### config.mk
export PLATFORM = sky130hd
export DESIGN_NAME = scaler_dsp_feed
export DESIGN_NICKNAME = d
export VERILOG_FILES = /design/src/rtl/scaler_dsp_feed.sv
export SDC_FILE = /design/constraint.sdc
export NUM_CORES = 1
export LEC_CHECK = 0
export CAP_MARGIN = 25
export CORE_MARGIN = 10
export CORE_UTILIZATION = 55
export DETAILED_ROUTE_END_ITERATION = 10
export PLACE_DENSITY_LB_ADDON = 0.25
export SYNTH_ARGS = -nofsm -noshare
export SYNTH_HDL_FRONTEND = slang
export SYNTH_SLANG_ARGS = --single-unit
### constraint.sdc
create_clock -name clk -period 19.52 [get_ports clk]
set_clock_uncertainty 0.05 [all_clocks]
set_input_delay 3.904 -clock clk [delete_from_list [all_inputs] [get_ports clk]]
set_output_delay 3.904 -clock clk [all_outputs]
set_load 0.01 [all_outputs]
### src/rtl/scaler_dsp_feed.sv
// Horizontal scaler front end: tracks source position, builds 4-tap windows on two rows and feeds taps plus phase coefficients to a DSP unit.
// Optional build macro SCALER_DSP_FEED_EDGE_CLAMP_EN: out-of-range taps replicate the edge pixel instead of reading as zero.
module scaler_dsp_feed #(
  parameter int PIXEL_BITWIDTH       = 8,
  parameter int KERNEL_MAX           = 4,
  parameter int KERNEL_COEF_BITWIDTH = 8,
  parameter int PHASE_BITWIDTH       = 4,
  parameter int FRAC_BITWIDTH        = 12,
  parameter int WIDTH_BITWIDTH       = 12
) (
  input  logic                                           clk,
  input  logic                                           rst,
  input  logic                                           cfg_start,
  input  logic [WIDTH_BITWIDTH-1:0]                      cfg_in_width,
  input  logic [WIDTH_BITWIDTH-1:0]                      cfg_out_width,
  input  logic [WIDTH_BITWIDTH+FRAC_BITWIDTH-1:0]        cfg_step,
  input  logic                                           s_valid,
  output logic                                           s_ready,
  input  logic [PIXEL_BITWIDTH-1:0]                      s_pixel_1,
  input  logic [PIXEL_BITWIDTH-1:0]                      s_pixel_2,
  input  logic                                           coef_wr_en,
  input  logic [PHASE_BITWIDTH-1:0]                      coef_wr_addr,
  input  logic [KERNEL_MAX*KERNEL_COEF_BITWIDTH-1:0]     coef_wr_data,
  output logic                                           dout_en,
  output logic [KERNEL_MAX*KERNEL_COEF_BITWIDTH-1:0]     dout_coef,
  output logic [KERNEL_MAX*PIXEL_BITWIDTH-1:0]           dout_pixel_1,
  output logic [KERNEL_MAX*PIXEL_BITWIDTH-1:0]           dout_pixel_2,
  output logic                                           busy,
  output logic                                           done
);

  localparam int POS_W = WIDTH_BITWIDTH + FRAC_BITWIDTH;
  localparam int CW    = KERNEL_MAX * KERNEL_COEF_BITWIDTH;
  localparam int PW    = KERNEL_MAX * PIXEL_BITWIDTH;
  localparam int HW    = WIDTH_BITWIDTH + 1;
  localparam int DEPTH = 1 << PHASE_BITWIDTH;

  typedef enum logic [2:0] {
    ST_IDLE,
    ST_LOAD,
    ST_RUN,
    ST_FLUSH,
    ST_DONE
  } state_t;

  state_t                     state_reg;
  logic [WIDTH_BITWIDTH-1:0]  in_width_reg;
  logic [WIDTH_BITWIDTH-1:0]  out_width_reg;
  logic [POS_W-1:0]           step_reg;
  logic [POS_W-1:0]           pos_reg;
  logic [HW-1:0]              h_reg;
  logic [WIDTH_BITWIDTH-1:0]  beat_cnt_reg;
  logic [WIDTH_BITWIDTH-1:0]  emit_cnt_reg;
  logic                       busy_reg;
  logic                       done_reg;

  logic [PIXEL_BITWIDTH-1:0]  win1_reg [KERNEL_MAX];
  logic [PIXEL_BITWIDTH-1:0]  win2_reg [KERNEL_MAX];
  logic [PW-1:0]              win1_packed;
  logic [PW-1:0]              win2_packed;

  logic                       en_pipe_reg;
  logic [PW-1:0]              pix1_pipe_reg;
  logic [PW-1:0]              pix2_pipe_reg;
  logic [CW-1:0]              coef_mem [DEPTH];
  logic [CW-1:0]              coef_rd_reg;

  logic                       dout_en_reg;
  logic [CW-1:0]              dout_coef_reg;
  logic [PW-1:0]              dout_pix1_reg;
  logic [PW-1:0]              dout_pix2_reg;

  logic [HW-1:0]              x_ext;
  logic [HW-1:0]              target;
  logic [HW-1:0]              in_last;
  logic                       in_run;
  logic                       emit;
  logic                       want_adv;
  logic                       need_input;
  logic                       run_take;
  logic                       load_take;
  logic                       flush_take;
  logic                       beat;
  logic                       load_fire;
  logic                       adv_fire;
  logic                       last_emit;
  logic                       flush_end;
  logic [PHASE_BITWIDTH-1:0]  phase;
  logic [PIXEL_BITWIDTH-1:0]  left_fill1;
  logic [PIXEL_BITWIDTH-1:0]  left_fill2;
  logic [PIXEL_BITWIDTH-1:0]  edge1;
  logic [PIXEL_BITWIDTH-1:0]  edge2;
  logic [PIXEL_BITWIDTH-1:0]  in1;
  logic [PIXEL_BITWIDTH-1:0]  in2;

  // The window trails the position: an output for x needs source indices x-1..x+2.
  assign x_ext      = {1'b0, pos_reg[POS_W-1:FRAC_BITWIDTH]};
  assign target     = x_ext + HW'(2);
  assign in_last    = {1'b0, in_width_reg} - HW'(1);
  assign in_run     = (state_reg == ST_RUN);
  assign emit       = in_run && (h_reg == target);
  assign want_adv   = in_run && (h_reg < target);
  assign need_input = (h_reg < in_last);
  assign run_take   = want_adv && need_input;
  assign load_take  = (state_reg == ST_LOAD);
  assign flush_take = (state_reg == ST_FLUSH) && (beat_cnt_reg < in_width_reg);
  assign s_ready    = run_take || load_take || flush_take;
  assign beat       = s_valid && s_ready;
  assign load_fire  = load_take && s_valid;
  assign adv_fire   = want_adv && (!need_input || s_valid);
  assign last_emit  = (emit_cnt_reg == out_width_reg - WIDTH_BITWIDTH'(1));
  assign flush_end  = (state_reg == ST_FLUSH) && (beat_cnt_reg == in_width_reg) && !en_pipe_reg;
  assign phase      = pos_reg[FRAC_BITWIDTH-1 -: PHASE_BITWIDTH];

`ifdef SCALER_DSP_FEED_EDGE_CLAMP_EN
  assign left_fill1 = s_pixel_1;
  assign left_fill2 = s_pixel_2;
  assign edge1      = win1_reg[KERNEL_MAX-1];
  assign edge2      = win2_reg[KERNEL_MAX-1];
`else
  assign left_fill1 = '0;
  assign left_fill2 = '0;
  assign edge1      = '0;
  assign edge2      = '0;
`endif

  // Past the last source pixel the top tap keeps repeating the edge value.
  assign in1 = need_input ? s_pixel_1 : edge1;
  assign in2 = need_input ? s_pixel_2 : edge2;

  always_ff @(posedge clk) begin
    if (rst) begin
      state_reg     <= ST_IDLE;
      in_width_reg  <= '0;
      out_width_reg <= '0;
      step_reg      <= '0;
      pos_reg       <= '0;
      h_reg         <= '0;
      beat_cnt_reg  <= '0;
      emit_cnt_reg  <= '0;
      busy_reg      <= 1'b0;
      done_reg      <= 1'b0;
    end else begin
      done_reg <= 1'b0;
      if (beat) begin
        beat_cnt_reg <= beat_cnt_reg + WIDTH_BITWIDTH'(1);
      end
      case (state_reg)
        ST_IDLE: begin
          if (cfg_start) begin
            in_width_reg  <= cfg_in_width;
            out_width_reg <= cfg_out_width;
            step_reg      <= cfg_step;
            pos_reg       <= '0;
            h_reg         <= '0;
            beat_cnt_reg  <= '0;
            emit_cnt_reg  <= '0;
            busy_reg      <= 1'b1;
            state_reg     <= ST_LOAD;
          end
        end
        ST_LOAD: begin
          if (s_valid) begin
            h_reg     <= '0;
            state_reg <= ST_RUN;
          end
        end
        ST_RUN: begin
          if (emit) begin
            pos_reg      <= pos_reg + step_reg;
            emit_cnt_reg <= emit_cnt_reg + WIDTH_BITWIDTH'(1);
            if (last_emit) begin
              state_reg <= ST_FLUSH;
            end
          end else if (adv_fire) begin
            h_reg <= h_reg + HW'(1);
          end
        end
        ST_FLUSH: begin
          // Wait for the final output to leave the pipeline before signalling the end of line.
          if (flush_end) begin
            done_reg  <= 1'b1;
            state_reg <= ST_DONE;
          end
        end
        ST_DONE: begin
          busy_reg  <= 1'b0;
          state_reg <= ST_IDLE;
        end
        default: state_reg <= ST_IDLE;
      endcase
    end
  end

  genvar gi;
  generate
    for (gi = 0; gi < KERNEL_MAX; gi++) begin : g_tap
      if (gi == KERNEL_MAX - 1) begin : g_top
        always_ff @(posedge clk) begin
          if (rst) begin
            win1_reg[gi] <= '0;
            win2_reg[gi] <= '0;
          end else if (load_fire) begin
            win1_reg[gi] <= s_pixel_1;
            win2_reg[gi] <= s_pixel_2;
          end else if (adv_fire) begin
            win1_reg[gi] <= in1;
            win2_reg[gi] <= in2;
          end
        end
      end else begin : g_low
        always_ff @(posedge clk) begin
          if (rst) begin
            win1_reg[gi] <= '0;
            win2_reg[gi] <= '0;
          end else if (load_fire) begin
            win1_reg[gi] <= left_fill1;
            win2_reg[gi] <= left_fill2;
          end else if (adv_fire) begin
            win1_reg[gi] <= win1_reg[gi+1];
            win2_reg[gi] <= win2_reg[gi+1];
          end
        end
      end
      assign win1_packed[gi*PIXEL_BITWIDTH +: PIXEL_BITWIDTH] = win1_reg[gi];
      assign win2_packed[gi*PIXEL_BITWIDTH +: PIXEL_BITWIDTH] = win2_reg[gi];
    end
  endgenerate

  // Read-before-write table: a same-cycle write to the read address returns the old entry.
  always_ff @(posedge clk) begin
    if (coef_wr_en) begin
      coef_mem[coef_wr_addr] <= coef_wr_data;
    end
    coef_rd_reg <= coef_mem[phase];
  end

  always_ff @(posedge clk) begin
    if (emit) begin
      pix1_pipe_reg <= win1_packed;
      pix2_pipe_reg <= win2_packed;
    end
  end

  always_ff @(posedge clk) begin
    if (rst) begin
      en_pipe_reg   <= 1'b0;
      dout_en_reg   <= 1'b0;
      dout_coef_reg <= '0;
      dout_pix1_reg <= '0;
      dout_pix2_reg <= '0;
    end else begin
      en_pipe_reg <= emit;
      dout_en_reg <= en_pipe_reg;
      if (en_pipe_reg) begin
        dout_coef_reg <= coef_rd_reg;
        dout_pix1_reg <= pix1_pipe_reg;
        dout_pix2_reg <= pix2_pipe_reg;
      end
    end
  end

  assign dout_en      = dout_en_reg;
  assign dout_coef    = dout_coef_reg;
  assign dout_pixel_1 = dout_pix1_reg;
  assign dout_pixel_2 = dout_pix2_reg;
  assign busy         = busy_reg;
  assign done         = done_reg;

endmodule

# --- Yosys cells after proc, flatten, opt, wreduce, memory -nomap -nowiden ---
# Memories as Yosys holds them, arrays and structs flattened. A register that Yosys moved wholly into a read port is not among the register bits.
# Cells that the tools add are included.
word_totals:
  regBits: 276
  mem_bits_rw: 576
  memories: 3
  in_bits: 105
  output_inout_bits: 100
  wordCells: 137
mem_list:
  columns: ["memory", "words", "width", "read_ports", "rd_ports_with_merged_regs", "wr", "line_no", "text"]
  rows:
  - ["coef_mem", 16, 32, 1, 1, 1, "65", "logic [CW-1:0] coef_mem [DEPTH];"]
  - ["win1_reg", 4, 8, 4, 1, 4, "57", "logic [PIXEL_BITWIDTH-1:0] win1_reg [KERNEL_MAX];"]
  - ["win2_reg", 4, 8, 4, 1, 4, "58", "logic [PIXEL_BITWIDTH-1:0] win2_reg [KERNEL_MAX];"]
op_classes:
  n_eq_ne: 14
  n_bitwise: 17
  add_sub_neg: 7
  reduce_logical: 24
  n_mux: 52
  magnitude_cmp: 3
op_table:
  columns: ["operator", "count"]
  rows:
  - ["$mux W8", 18]
  - ["$mux W12", 5]
  - ["$mux W13", 4]
  - ["$mux W24", 2]
  - ["$pmux W24 S2", 1]
  - ["$pmux W13 S3", 1]
  - ["$lt A13 B13 Y1", 2]
  - ["$add A12 B1 Y12 const B", 2]
  - ["$add A24 B24 Y24", 1]
  - ["$eq A12 B12 Y1", 2]
  - ["$pmux W12 S2", 1]
  - ["$or A1 B1 Y1", 16]
  - ["$mux W3", 5]
  - ["$add A12 B2 Y13 const B", 1]
  - ["$add A13 B1 Y13 const B", 1]
  - ["$eq A13 B13 Y1", 1]
  - ["$mux W1", 13]
  - ["$sub A12 B1 Y13 const B", 1]
  - ["$lt A12 B12 Y1", 1]
  - ["$pmux W3 S4", 1]
  - ["$sub A12 B1 Y12 const B", 1]
  - ["$reduce_and A5 Y1", 2]
  - ["$logic_and A1 B1 Y1", 9]
  - ["$ne A2 B2 Y1 const B", 4]
  - ["14 further kinds", 22]

# --- Depth between registers and ports, before layout ---
depth:
  depth_word: 10
  ltp_mapped: 16
  depth_no_buf: 16

# --- Worst setup path after synthesis ---
# OpenSTA, ideal clock, no wires.
synth_path:
  path_kind: "input port to flip-flop"
  from: "input port s_valid"
  to: "memory win1_reg[0][0], enable pin"
  t_required_ns: 18.850
  slack_ns: 9.293
  n_path_buf: 0
  setup_time_ns: 0.620
  stages: 2
  arrival_ns: 9.557
  path_cell_list: "nand2b_1 o311ai_0"
synth_lines:
  columns: ["element", "line_no", "text"]
  rows:
  - ["start: declaration", "17", "input logic s_valid,"]
  - ["end: declaration", "57", null]

# --- Worst setup path in the final report ---
layout_path:
  from: "register pos_reg[13]"
  to: "output port s_ready"
layout_via:
  elab_chain_len: 6
layout_lines:
  columns: ["element", "line_no", "text"]
  rows:
  - ["start: declaration", "50", "logic [POS_W-1:0] pos_reg;"]
  - ["start signal: assignment", "170", "pos_reg <= pos_reg + step_reg;"]
  - ["$add A12 B2 Y13", "98", "assign target = x_ext + HW'(2);"]
  - ["$lt A13 B13 Y1", "102", "assign want_adv = in_run && (h_reg < target);"]
  - ["$logic_and A1 B1 Y1", "102", null]
  - ["$logic_and A1 B1 Y1", "104", "assign run_take = want_adv && need_input;"]
  - ["$logic_or A1 B1 Y1 (2 in series)", "107", "assign s_ready = run_take || load_take || flush_take;"]
  - ["end: declaration", "18", "output logic s_ready,"]
# Every way passes these cells.

==> reports/summary.txt <==
Placed Area: 37,700 sq um
Post-Syn Area: 34,600 sq um
most common library cell in the layout ignoring fill and taps: edfxtp_1
count of different cell masters after synthesis: 65
die height: 271 microns
die width: 271 microns
Final period util: 41.8%
R2R Path End: emit_cnt_reg[11]$_SDFFE_PP0P_
Initial Util: 55.8%
global route overflow: 0
fin area: 40,800 sq um
# hold bufs at CTS: 0
CP Data Required Time: 15,570 ps
Site Rows: 91
total placed cells including tap cells: 3,163
Hold Path Class: reg -> reg
area of the die: 73,400 sq um
worst rel slew slack: 30.0%
Buf/Inv on CP: 1
Clock Latency Late Sink: 640 ps
Critical-path top delay cell: a41oi_1
final setup vio count: 0
Routed WL: 76,300 microns
Hold Startpoint: win1_reg[0][6]$_SDFFCE_PP0P_
R2R depth: 15
Seq. cell area: 24,100 sq um
GP Congestion: 0.848
Seq cells post-synth: 884
fmax: 123 MHz
io pins: 205
CTS Sinks: 884
syn nets: 2,360
CP startpoint kind: flop
All-Layer GR Usage: 20.6%
Core Area: 62,100 sq um
worst hold path endpoint: pix1_pipe_reg[6]$_DFFE_PP_
Largest register FFs: 512
ys flop type: edfxtp_1
R2R setup slack: 14,690 ps
area occupied by multi-input gates: 10,100 sq um
Seq/Total Area, Yosys: 69.6%
Slew @ Worst Pin: 1050 ps
Avg Synthesized Cell Area: 15.8 sq um
First DRT Iteration DRCs: 1,623
number of hold violations in the final report: 0
antenna viol nets, final: 0
CTS Buf Count: 88
largest net degree at the start of global routing: 105
# fillers: 4,222
kind of critical path: reg -> out
Initial DRT Pass Iterations: 7
layout cells sized above 1: 15.0%
Slew Viols, Final: 0
VDD IR-drop max: 0.113 mV
initial antenna violation count: 5
via count: 19,500
Worst path max stage delay: 650 ps
cells after synthesis: 2,188
pwr/cell area: 97.4 nW/um^2
final net count: 2,588
Worst EP arrival: 4200 ps
dpl ws: 12,010 ps
Top delay family on crit path: simple AND/OR/NAND/NOR gates
ys async rst share: 0%
post-CTS sizing: 0
Leak Pwr: 13.6 nW
final std cells w/o fill: 3,333
RSZ-0062 raised after global routing: no
max cap viols: 0
CTS H-tree lvls: 3
first-pass GRT wire length: 117,000 microns
cell breakdown of the critical path: ha_1, nand2_1, or2_2, nor2_1, nand3_1, xor2_1, ha_1, nand3_1, nor2_1, o21ai_0, a41oi_1, nand2_1, clkdlybuf4s50_1
post-CTS setup buffer count: 0
HPWL Detailed: 44,200 microns
I/O Buffers: 204
most frequent cells in the layout: edfxtp_1, dfxtp_1, clkdlybuf4s50_1, nand2_1, mux4_2
DR vias/cell: 5.84
post-DR wirelength/cell: 22.9 microns
P&R area growth vs syn: 17.9%
Post-synth EDFFs: 640
Fin Setup TNS: 0 ps
Synth Warn #: 0
result of the run: finished clean
PnR worst setup slack: 11,360 ps
TritonCTS clock tree: built
Core Util, Final: 65.7%
Largest Register: coef_mem
clock-pin slew on the worst setup and hold paths: 60 ps
CP max FO: 7
Hold Path Depth: 0
CP endpoint kind: output port
clock buffer depth: 3
crit path time final: 8160 ps
CTS root buf: clkbuf_16
DRC Markers: 0
R2R Path Start: pos_reg[13]$_SDFFE_PP0P_
vias in the first global route: 19,800
[logic make-up (layout without fill, tap and decap cells)]
family	Yosys count	count (layout)	synth area share, %
other cells	0	4	0
compound gates	239	239	4.29
simple gates	534	534	7.18
fa+ha+maj	67	67	2.44
xor+xnor	62	62	1.57
flops	884	884	69.6
mux	261	261	13.3
buf+inv	141	445	1.56
[worst max-delay path by stage]
stage,from,end,depth (start not counted),slack (ps)
after floorplan,s_valid,win1_reg[0][0]$_SDFFCE_PP0P_,2,9290
after detailed placement,pos_reg[13]$_SDFFE_PP0P_,s_ready,13,12010
after global placement,pos_reg[13]$_SDFFE_PP0P_,s_ready,13,12040
final,pos_reg[13]$_SDFFE_PP0P_,s_ready,13,11360
after CTS,pos_reg[13]$_SDFFE_PP0P_,s_ready,13,11310
after global routing,pos_reg[13]$_SDFFE_PP0P_,s_ready,13,11030
[synth_stat cells, types with 4 or more instances]
| master | number | area share [%] |
|---|---|---|
| edfxtp_1 | 640 | 56 |
| dfxtp_1 | 244 | 14 |
| nand2_1 | 167 | 1.8 |
| mux4_2 | 160 | 10 |
| nor2_1 | 159 | 1.7 |
| a21oi_1 | 102 | 1.5 |
| mux2i_1 | 101 | 2.9 |
| clkbuf_1 | 67 | 0.73 |
| ha_1 | 66 | 2.4 |
| and3_1 | 55 | 0.99 |
| o21ai_0 | 47 | 0.68 |
| inv_1 | 38 | 0.41 |
| xnor2_1 | 35 | 0.89 |
| nand3_1 | 32 | 0.46 |
| buf_1 | 29 | 0.31 |
| xor2_1 | 27 | 0.68 |
| nor3_1 | 24 | 0.35 |
| and2_1 | 23 | 0.42 |
| nand4_1 | 19 | 0.34 |
| a21o_1 | 17 | 0.37 |
| or3_1 | 16 | 0.29 |
| a211oi_1 | 13 | 0.28 |
| nand2b_1 | 10 | 0.18 |
| o31ai_1 | 9 | 0.20 |
| o21a_1 | 7 | 0.15 |
| nor4_1 | 6 | 0.11 |
| o311ai_0 | 6 | 0.15 |
| or4_1 | 5 | 0.11 |
| a31oi_1 | 4 | 0.072 |
| nor2b_1 | 4 | 0.072 |
[per-layer routing]
layer | GRT usage (%) | part of all wire [%] | vias up
met1 | 25.7 | 40 | 9877
met4 | 6.97 | 2.5 | 4
met5 | 0 | 0.035 | -
met2 | 35.6 | 51 | 600
li1 | - | - | 8858
met3 | 3.98 | 5.9 | 138
[worst reg2reg max path: cells and delay by family, from the launching register on]
kind	cells	cell delay, ps
AND/OR/NAND/NOR	10	2590
AO/OA/AOI/OAI	1	800
adder cells (fa/ha/maj)	2	540
flip-flops	1	420
XOR/XNOR	2	300
[where the power goes]
| part | switching, mW | total [mW] | internal, mW | leakage [nW] |
|---|---|---|---|---|
| combinational | 0.0950 | 0.154 | 0.0594 | 4.26 |
| clock | 0.712 | 1.75 | 1.04 | 1.50 |
| sequential | 0.0183 | 2.07 | 2.05 | 7.87 |
| total | 0.825 | 3.97 | 3.15 | 13.6 |
[per-stage QoR]
| step | hold slack [ps] | power (mW) |
|---|---|---|
| finish | 368 | 3.97 |
| global route | 374 | 4.10 |
| CTS | 370 | 4.01 |
| detailed placement | 356 | 2.27 |
| global placement | 354 | 2.26 |
| floorplan | 350 | 2.19 |
[area by class of cell]
cell class,instances,share of cell area [%]
sequential,884,59.1
antenna,4,0.0245
timing repair buffer,238,5.65
clock buffer,111,5.78
multi-input combinational,1163,24.8
inverter,41,0.377
tap,837,2.57
clock inverter,55,1.71
Note: power is estimated with default switching activity, not from simulation.
